`src/rtl/waveform_reader.sv`:
```
// Serializes one captured waveform per start pulse into a framed byte stream:
// AA 55, WN hi/lo, each sample hi/lo (zero-extended to 16 bits), XOR checksum.
module waveform_reader #(
  parameter int NUM_SAMPLES = 1000,
  parameter int SAMPLE_W    = 14,
  parameter int ADDR_W      = 10
) (
  input  logic                i_clk,
  input  logic                i_reset_n,
  input  logic                i_start,
  input  logic [15:0]         i_wave_number,
  output logic                o_rd_en,
  output logic [ADDR_W-1:0]   o_rd_addr,
  input  logic [SAMPLE_W-1:0] i_rd_data,
  output logic [7:0]          o_tx_data,
  output logic                o_tx_valid,
  input  logic                i_tx_ready,
  output logic                o_busy,
  output logic                o_done
);

  typedef enum logic [3:0] {
    S_IDLE, S_SYNC0, S_SYNC1, S_WNH, S_WNL,
    S_FETCH, S_WAIT, S_SH, S_SL, S_CK, S_FIN
  } state_t;

  localparam logic [ADDR_W-1:0] LAST_IDX = ADDR_W'(NUM_SAMPLES - 1);

  state_t            r_state;
  logic [15:0]       r_wn;
  logic [7:0]        r_ck;
  logic [7:0]        r_sample_lo;
  logic [ADDR_W-1:0] r_idx;

  logic        w_hs;
  logic [15:0] w_rd16;
  logic [7:0]  w_ck_nxt;

  assign w_hs     = o_tx_valid && i_tx_ready;
  assign w_rd16   = 16'(i_rd_data);
  // Running checksum including the byte being accepted this cycle.
  assign w_ck_nxt = r_ck ^ o_tx_data;

  always_ff @(posedge i_clk or negedge i_reset_n) begin
    if (!i_reset_n) begin
      r_state     <= S_IDLE;
      r_wn        <= '0;
      r_ck        <= '0;
      r_sample_lo <= '0;
      r_idx       <= '0;
      o_rd_en     <= 1'b0;
      o_rd_addr   <= '0;
      o_tx_data   <= '0;
      o_tx_valid  <= 1'b0;
      o_busy      <= 1'b0;
      o_done      <= 1'b0;
    end else begin
      o_rd_en <= 1'b0;
      o_done  <= 1'b0;
      case (r_state)
        S_IDLE: begin
          if (i_start) begin
            r_wn       <= i_wave_number;
            r_ck       <= '0;
            r_idx      <= '0;
            o_busy     <= 1'b1;
            o_tx_valid <= 1'b1;
            o_tx_data  <= 8'hAA;
            r_state    <= S_SYNC0;
          end
        end
        S_SYNC0: if (w_hs) begin
          o_tx_data <= 8'h55;
          r_state   <= S_SYNC1;
        end
        S_SYNC1: if (w_hs) begin
          o_tx_data <= r_wn[15:8];
          r_state   <= S_WNH;
        end
        S_WNH: if (w_hs) begin
          r_ck      <= w_ck_nxt;
          o_tx_data <= r_wn[7:0];
          r_state   <= S_WNL;
        end
        S_WNL: if (w_hs) begin
          r_ck       <= w_ck_nxt;
          o_tx_valid <= 1'b0;
          o_rd_en    <= 1'b1;
          o_rd_addr  <= r_idx;
          r_state    <= S_FETCH;
        end
        S_FETCH: r_state <= S_WAIT;
        S_WAIT: begin
          // Buffer data is valid in this cycle only; keep the low byte for SL.
          r_sample_lo <= w_rd16[7:0];
          o_tx_valid  <= 1'b1;
          o_tx_data   <= w_rd16[15:8];
          r_state     <= S_SH;
        end
        S_SH: if (w_hs) begin
          r_ck      <= w_ck_nxt;
          o_tx_data <= r_sample_lo;
          r_state   <= S_SL;
        end
        S_SL: if (w_hs) begin
          r_ck <= w_ck_nxt;
          if (r_idx < LAST_IDX) begin
            r_idx      <= r_idx + ADDR_W'(1);
            o_rd_addr  <= r_idx + ADDR_W'(1);
            o_rd_en    <= 1'b1;
            o_tx_valid <= 1'b0;
            r_state    <= S_FETCH;
          end else begin
            o_tx_data <= w_ck_nxt;
            r_state   <= S_CK;
          end
        end
        S_CK: if (w_hs) begin
          o_tx_valid <= 1'b0;
          o_busy     <= 1'b0;
          o_done     <= 1'b1;
          r_state    <= S_FIN;
        end
        S_FIN:   r_state <= S_IDLE;
        default: r_state <= S_IDLE;
      endcase
    end
  end

endmodule

```
`config.mk`:
```
export PLATFORM = sky130hd
export DESIGN_NAME = waveform_reader
export DESIGN_NICKNAME = d
export VERILOG_FILES = /design/src/rtl/waveform_reader.sv
export SDC_FILE = /design/constraint.sdc
export NUM_CORES = 1
export LEC_CHECK = 0
export ABC_CLOCK_PERIOD_IN_PS = 2300
export CORE_MARGIN = 3
export CORE_UTILIZATION = 45
export DETAILED_ROUTE_END_ITERATION = 6
export HOLD_SLACK_MARGIN = 0.08
export PLACE_DENSITY = 0.68
export SLEW_MARGIN = 30
export SYNTH_ARGS = -nofsm -noshare
export SYNTH_HDL_FRONTEND = slang
export SYNTH_SLANG_ARGS = --single-unit
```
`constraint.sdc`:
```
create_clock -name i_clk -period 2.3 [get_ports i_clk]
set_input_delay 0.46 -clock i_clk [delete_from_list [all_inputs] [get_ports i_clk]]
set_output_delay 0.46 -clock i_clk [all_outputs]
set_load 0.01 [all_outputs]
```
* Word level (Yosys, flattened, before mapping)
Index checks and enable logic that the tools add are counted.
Operators by class: add/subtract/negate cells 1, reduce and logical (&&, ||, !) cells 18, eq/ne operators 21, bitwise gates (word level) 1, $lt $le $gt $ge 1, muxes and demuxes 38
Operators with widths (count):
- $mux W8 | 9
- $pmux W8 S7 | 1
- $mux W10 | 4
- $pmux W10 S2 | 2
- $pmux W4 S10 | 1
- $mux W4 | 9
- $ne A2 B2 Y1 const B | 10
- $eq A4 B3 Y1 const B | 4
- $pmux W8 S2 | 1
- $reduce_and A8 Y1 | 2
- $add A10 B1 Y10 const B | 1
- $lt A10 B10 Y1 const B | 1
- $eq A4 B2 Y1 const B | 2
- $eq A4 B4 Y1 const B | 2
- $mux W1 | 8
- $reduce_and A4 Y1 | 2
- $reduce_bool A2 Y1 | 4
- $xor A8 B8 Y8 | 1
- $reduce_bool A7 Y1 | 1
- $reduce_and A3 Y1 | 2
- $reduce_and A5 Y1 | 1
- $eq A4 B1 Y1 const B | 1
- $logic_not A4 Y1 | 1
- $ne A2 B1 Y1 const B | 2
- other kinds (7) | 8
Storage, ports and cells: bits of input ports 34, bits in registers 68, output and inout port bits 22, logic and storage cells 91

* Longest topological paths before layout
word-level depth 4, depth in mapped cells 8, mapped depth without buffers 7

* Worst setup path before layout
OpenSTA, ideal clock, no wires.
path kind register -> register, from register r_idx[0], to register o_tx_data[2], path buffers 1, clock period less this slack 1.856 ns, setup time 0.126 ns, data arrival time 1.730 ns, stages on the path, launching flop included 7, path slack 0.444 ns, required time 2.174 ns, path through dfrtp_1 > ha_1 > a211o_1 > and4_4 > o221a_2 > buf_6 > o32a_1
Between the ends: word-level cells in the longest chain between the ends 3
Ends and longest elaborated chain:
- start: declaration | line 33 | logic [ADDR_W-1:0] r_idx;
- start signal: assignment | line 108 | r_idx <= r_idx + ADDR_W'(1);
- $lt A10 B10 Y1 | line 107 | if (r_idx < LAST_IDX) begin
- $ne A2 B2 Y1 (no line)
- $reduce_and A8 Y1 (no line)
- end signal: assignment | line 97 | o_tx_data <= w_rd16[15:8];
- end signal: assignment | line 102 | o_tx_data <= r_sample_lo;
- end signal: assignment | line 114 | o_tx_data <= w_ck_nxt;
- end: declaration | line 15 | output logic [7:0] o_tx_data,
No other way between the ends. A chain may end at the register's enable or synchronous reset.

* Worst setup path in the final report
from register r_idx[0], to register r_idx[4]
Between the ends: word-level cells in the longest chain between the ends 4, elaborated cells on any way between the ends 7, those cells by class add/sub (1); order compare (1); eq/ne (1); mux (3); reduce/logical (1)
Ends and longest elaborated chain:
- $add A10 B1 Y10 | line 108
- $mux W10 | line 107
- $mux W10 | line 105 | S_SL: if (w_hs) begin
- $pmux W10 S2 | line 60 | case (r_state)
Several ways; a longest one is shown, not always the timed one. The select of a mux whose other input is x is not followed.

==> results.tsv <==
metric	value	unit
fin_crit	2.00	ns
hold-worst-slack	0.121	ns
leakage	2.02	nW
slew_viol_final	0	
drt-initial-drc-count	159	
io_pins	56	
ys_ff_latch	68	
synth_ff_type	dfrtp_1	
final_hold_viol_count	0	
ir_drop	323	µV
wirelength	8.75	mm
ys_top_cells_by_area	dfrtp_1 (46%), nand2_1 (8.1%), o21ai_0 (3.2%)	
setup_ws	0.297	ns
worstSkewPairLatency	0.35	ns
antenna_found_initial	0	
synth_area	3700	µm²
synth.distinct_cells	53	
rsz0062_at_grt	false	
synth_most_common_cell	nand2_1	
gp_congestion	0.877	
max_slew.worst_pin.slew	0.547	ns
slowest_delay	0.40	ns
cts_hold_buf	0	
grt_pass1_vias	3034	
fp-row-count	32	
pre_cts_slack	0.0168	ns
worstSetupEndpointType	flop	
yosys_warnings	0	
async_flop_share	100	%
power_density	482	nW/µm²
dieArea	9350	µm²
hpwlAfterDp	6.28	mm
path_max_fanout	7	
tritoncts	yes	
slew_headroom	63.5	%
ctsResizeCount	0	
root_buffer	clkbuf_8	
clockBufferDepth	2	
synth-seq-area-share	46.0	%
coreArea	7850	µm²
routed_via_density	5.51	
avgSynthCellArea	9.23	µm²
setup_tns	0	ns
clock.fmax	499	MHz
hp-class	primary input to asynchronous set/reset pin	
finClkSkew	0.00872	ns
grt_max_degree	69	
postCtsSetupRepairBufs	0	
crit_type	flop to flop	
cts.sinks	68	
crit_chain	ha_1, a211o_1, and3_1, nor3_4, nand4_1, mux2i_1	
syn_inst	401	
drc_errors	0	
nets	496	
grt_overflow	0	
syn_to_final_growth	22.3	%
synth_fp_nets	437	
synth_top_area_share	46.0	%
setup_viol	0	
die_y	96.7	µm
fin_crit_sh	87.1	%
h-tree-depth	3	
detail-route-antenna-nets	0	
ys_top_cells_by_count	nand2_1 (80), dfrtp_1 (68), nor2_1 (30)	
multiInputGateArea	1830	µm²
status	finished, final reports clean	
cpMaxStageDelayCell	dfrtp_1	
path_clk_slew	0.07	ns
antenna-diode-count	0	
final_util	57.7	%
dieWidth	96.7	µm
synth_largest_area_cell	dfrtp_1	
grt_pass1_wl	15.0	mm
vias	3106	
maxCapViolCount	0	
rr_worst_depth	6	
firstDrtPassIters	4	
critPathRequiredTime	2.53	ns
track_usage	19.7	%
synth_edf_count	0	
drive_gt1_share	12.3	%
wl_per_cell	15.5	µm
register_area	1700	µm²
critPathLaunchType	flop	
cts_buffers	9	
nFillCells	733	
port_buffers	55	
critPathArrivalTime	2.23	ns
initial_core_util	47.2	%
critical path, delay by kind of cell, from the launching register on:
kind                     cells  cell delay, ns
AO/OA/AOI/OAI                1            0.38
AND/OR/NAND/NOR              3            0.68
adder cells (fa/ha/maj)      1            0.28
flip-flops                   1            0.40
multiplexers                 1            0.14
routing by layer:
metal	GRT usage, %	share of wire, %	up-vias
met1	27.2	45	1474
met2	30.5	48	91
li1	-	-	1527
met3	3.97	4.7	14
met5	0	0	-
met4	8.10	1.6	0
sequential cells by signal, summed over array words and instances (netlist names), 4 cells and up:
signal and cells:
o_tx_data 8, o_rd_addr 10, r_sample_lo 8, r_wn 16, r_idx 10, r_state 4
r_ck 8
layout make-up:
type	instances	share of cell area, %
Timing Repair Buffer	71	15.0
Clock buffer	11	3.34
Multi-Input combinational cell	302	40.4
Inverter	8	0.663
Sequential cell	68	37.6
Tap cell	102	2.82
Clock inverter	2	0.276
stage by stage:
stage,instances,area (µm²),total power [mW]
3_3_place_gp,551,4370,1.34
6_report,564,4530,2.18
5_1_grt,564,4530,2.28
4_1_cts,564,4530,2.21
3_5_place_dp,551,4370,1.34
2_1_floorplan,401,3700,1.25
cell usage in the layout, fill, tap and decap left out, drive strengths merged, types with 3 or more instances in the layout:
cell type and instances:
nand4 6, xnor2 6, and4 3, clkdlybuf4s50 54
mux4 3, and3 7, xor2 9, nand2 80
o21ai 43, and2 3, dfrtp 68, nand2b 11
nand3b 3, clkbuf 11, o22ai 4, buf 17
a22oi 6, o31ai 4, mux2 9, nor3 5
o211ai 5, mux2i 10, a21oi 17, inv 8
nand3 11, a31oi 5, nor2 31
kinds of logic (layout without fill, tap and decap cells):
kind of cell	Yosys count	in the layout	share of synthesized area [%]
buffers and inverters	31	92	4.66
xor gates and xnor gates	15	15	3.55
muxes	22	22	7.27
adders and majority gates	2	2	0.676
and+or+nand+nor	164	164	20.8
DFF	68	68	46.0
AOI/OAI and AO/OA	99	99	17.1
report_power, final:
| group | switching, mW | internal [mW] | total, mW |
|---|---|---|---|
| combinational | 0.0428 | 0.0627 | 0.106 |
| sequential | 0.00719 | 1.20 | 1.21 |
| clock | 0.436 | 0.430 | 0.867 |
path summary, 6_finish.rpt:
path / startpoint / end / slack (ns)
max reg2reg: r_idx[0] / r_idx[4] / 0.30
min reg2reg: r_wn[0] / r_wn[0] / 0.47
max in group asynchronous: i_reset_n / r_state[1] / 1.87
min in group i_clk: r_wn[0] / r_wn[0] / 0.47
min: i_reset_n / o_rd_addr[3] / 0.12
max: r_idx[0] / r_idx[4] / 0.30
(Power assumes the default switching activity.)
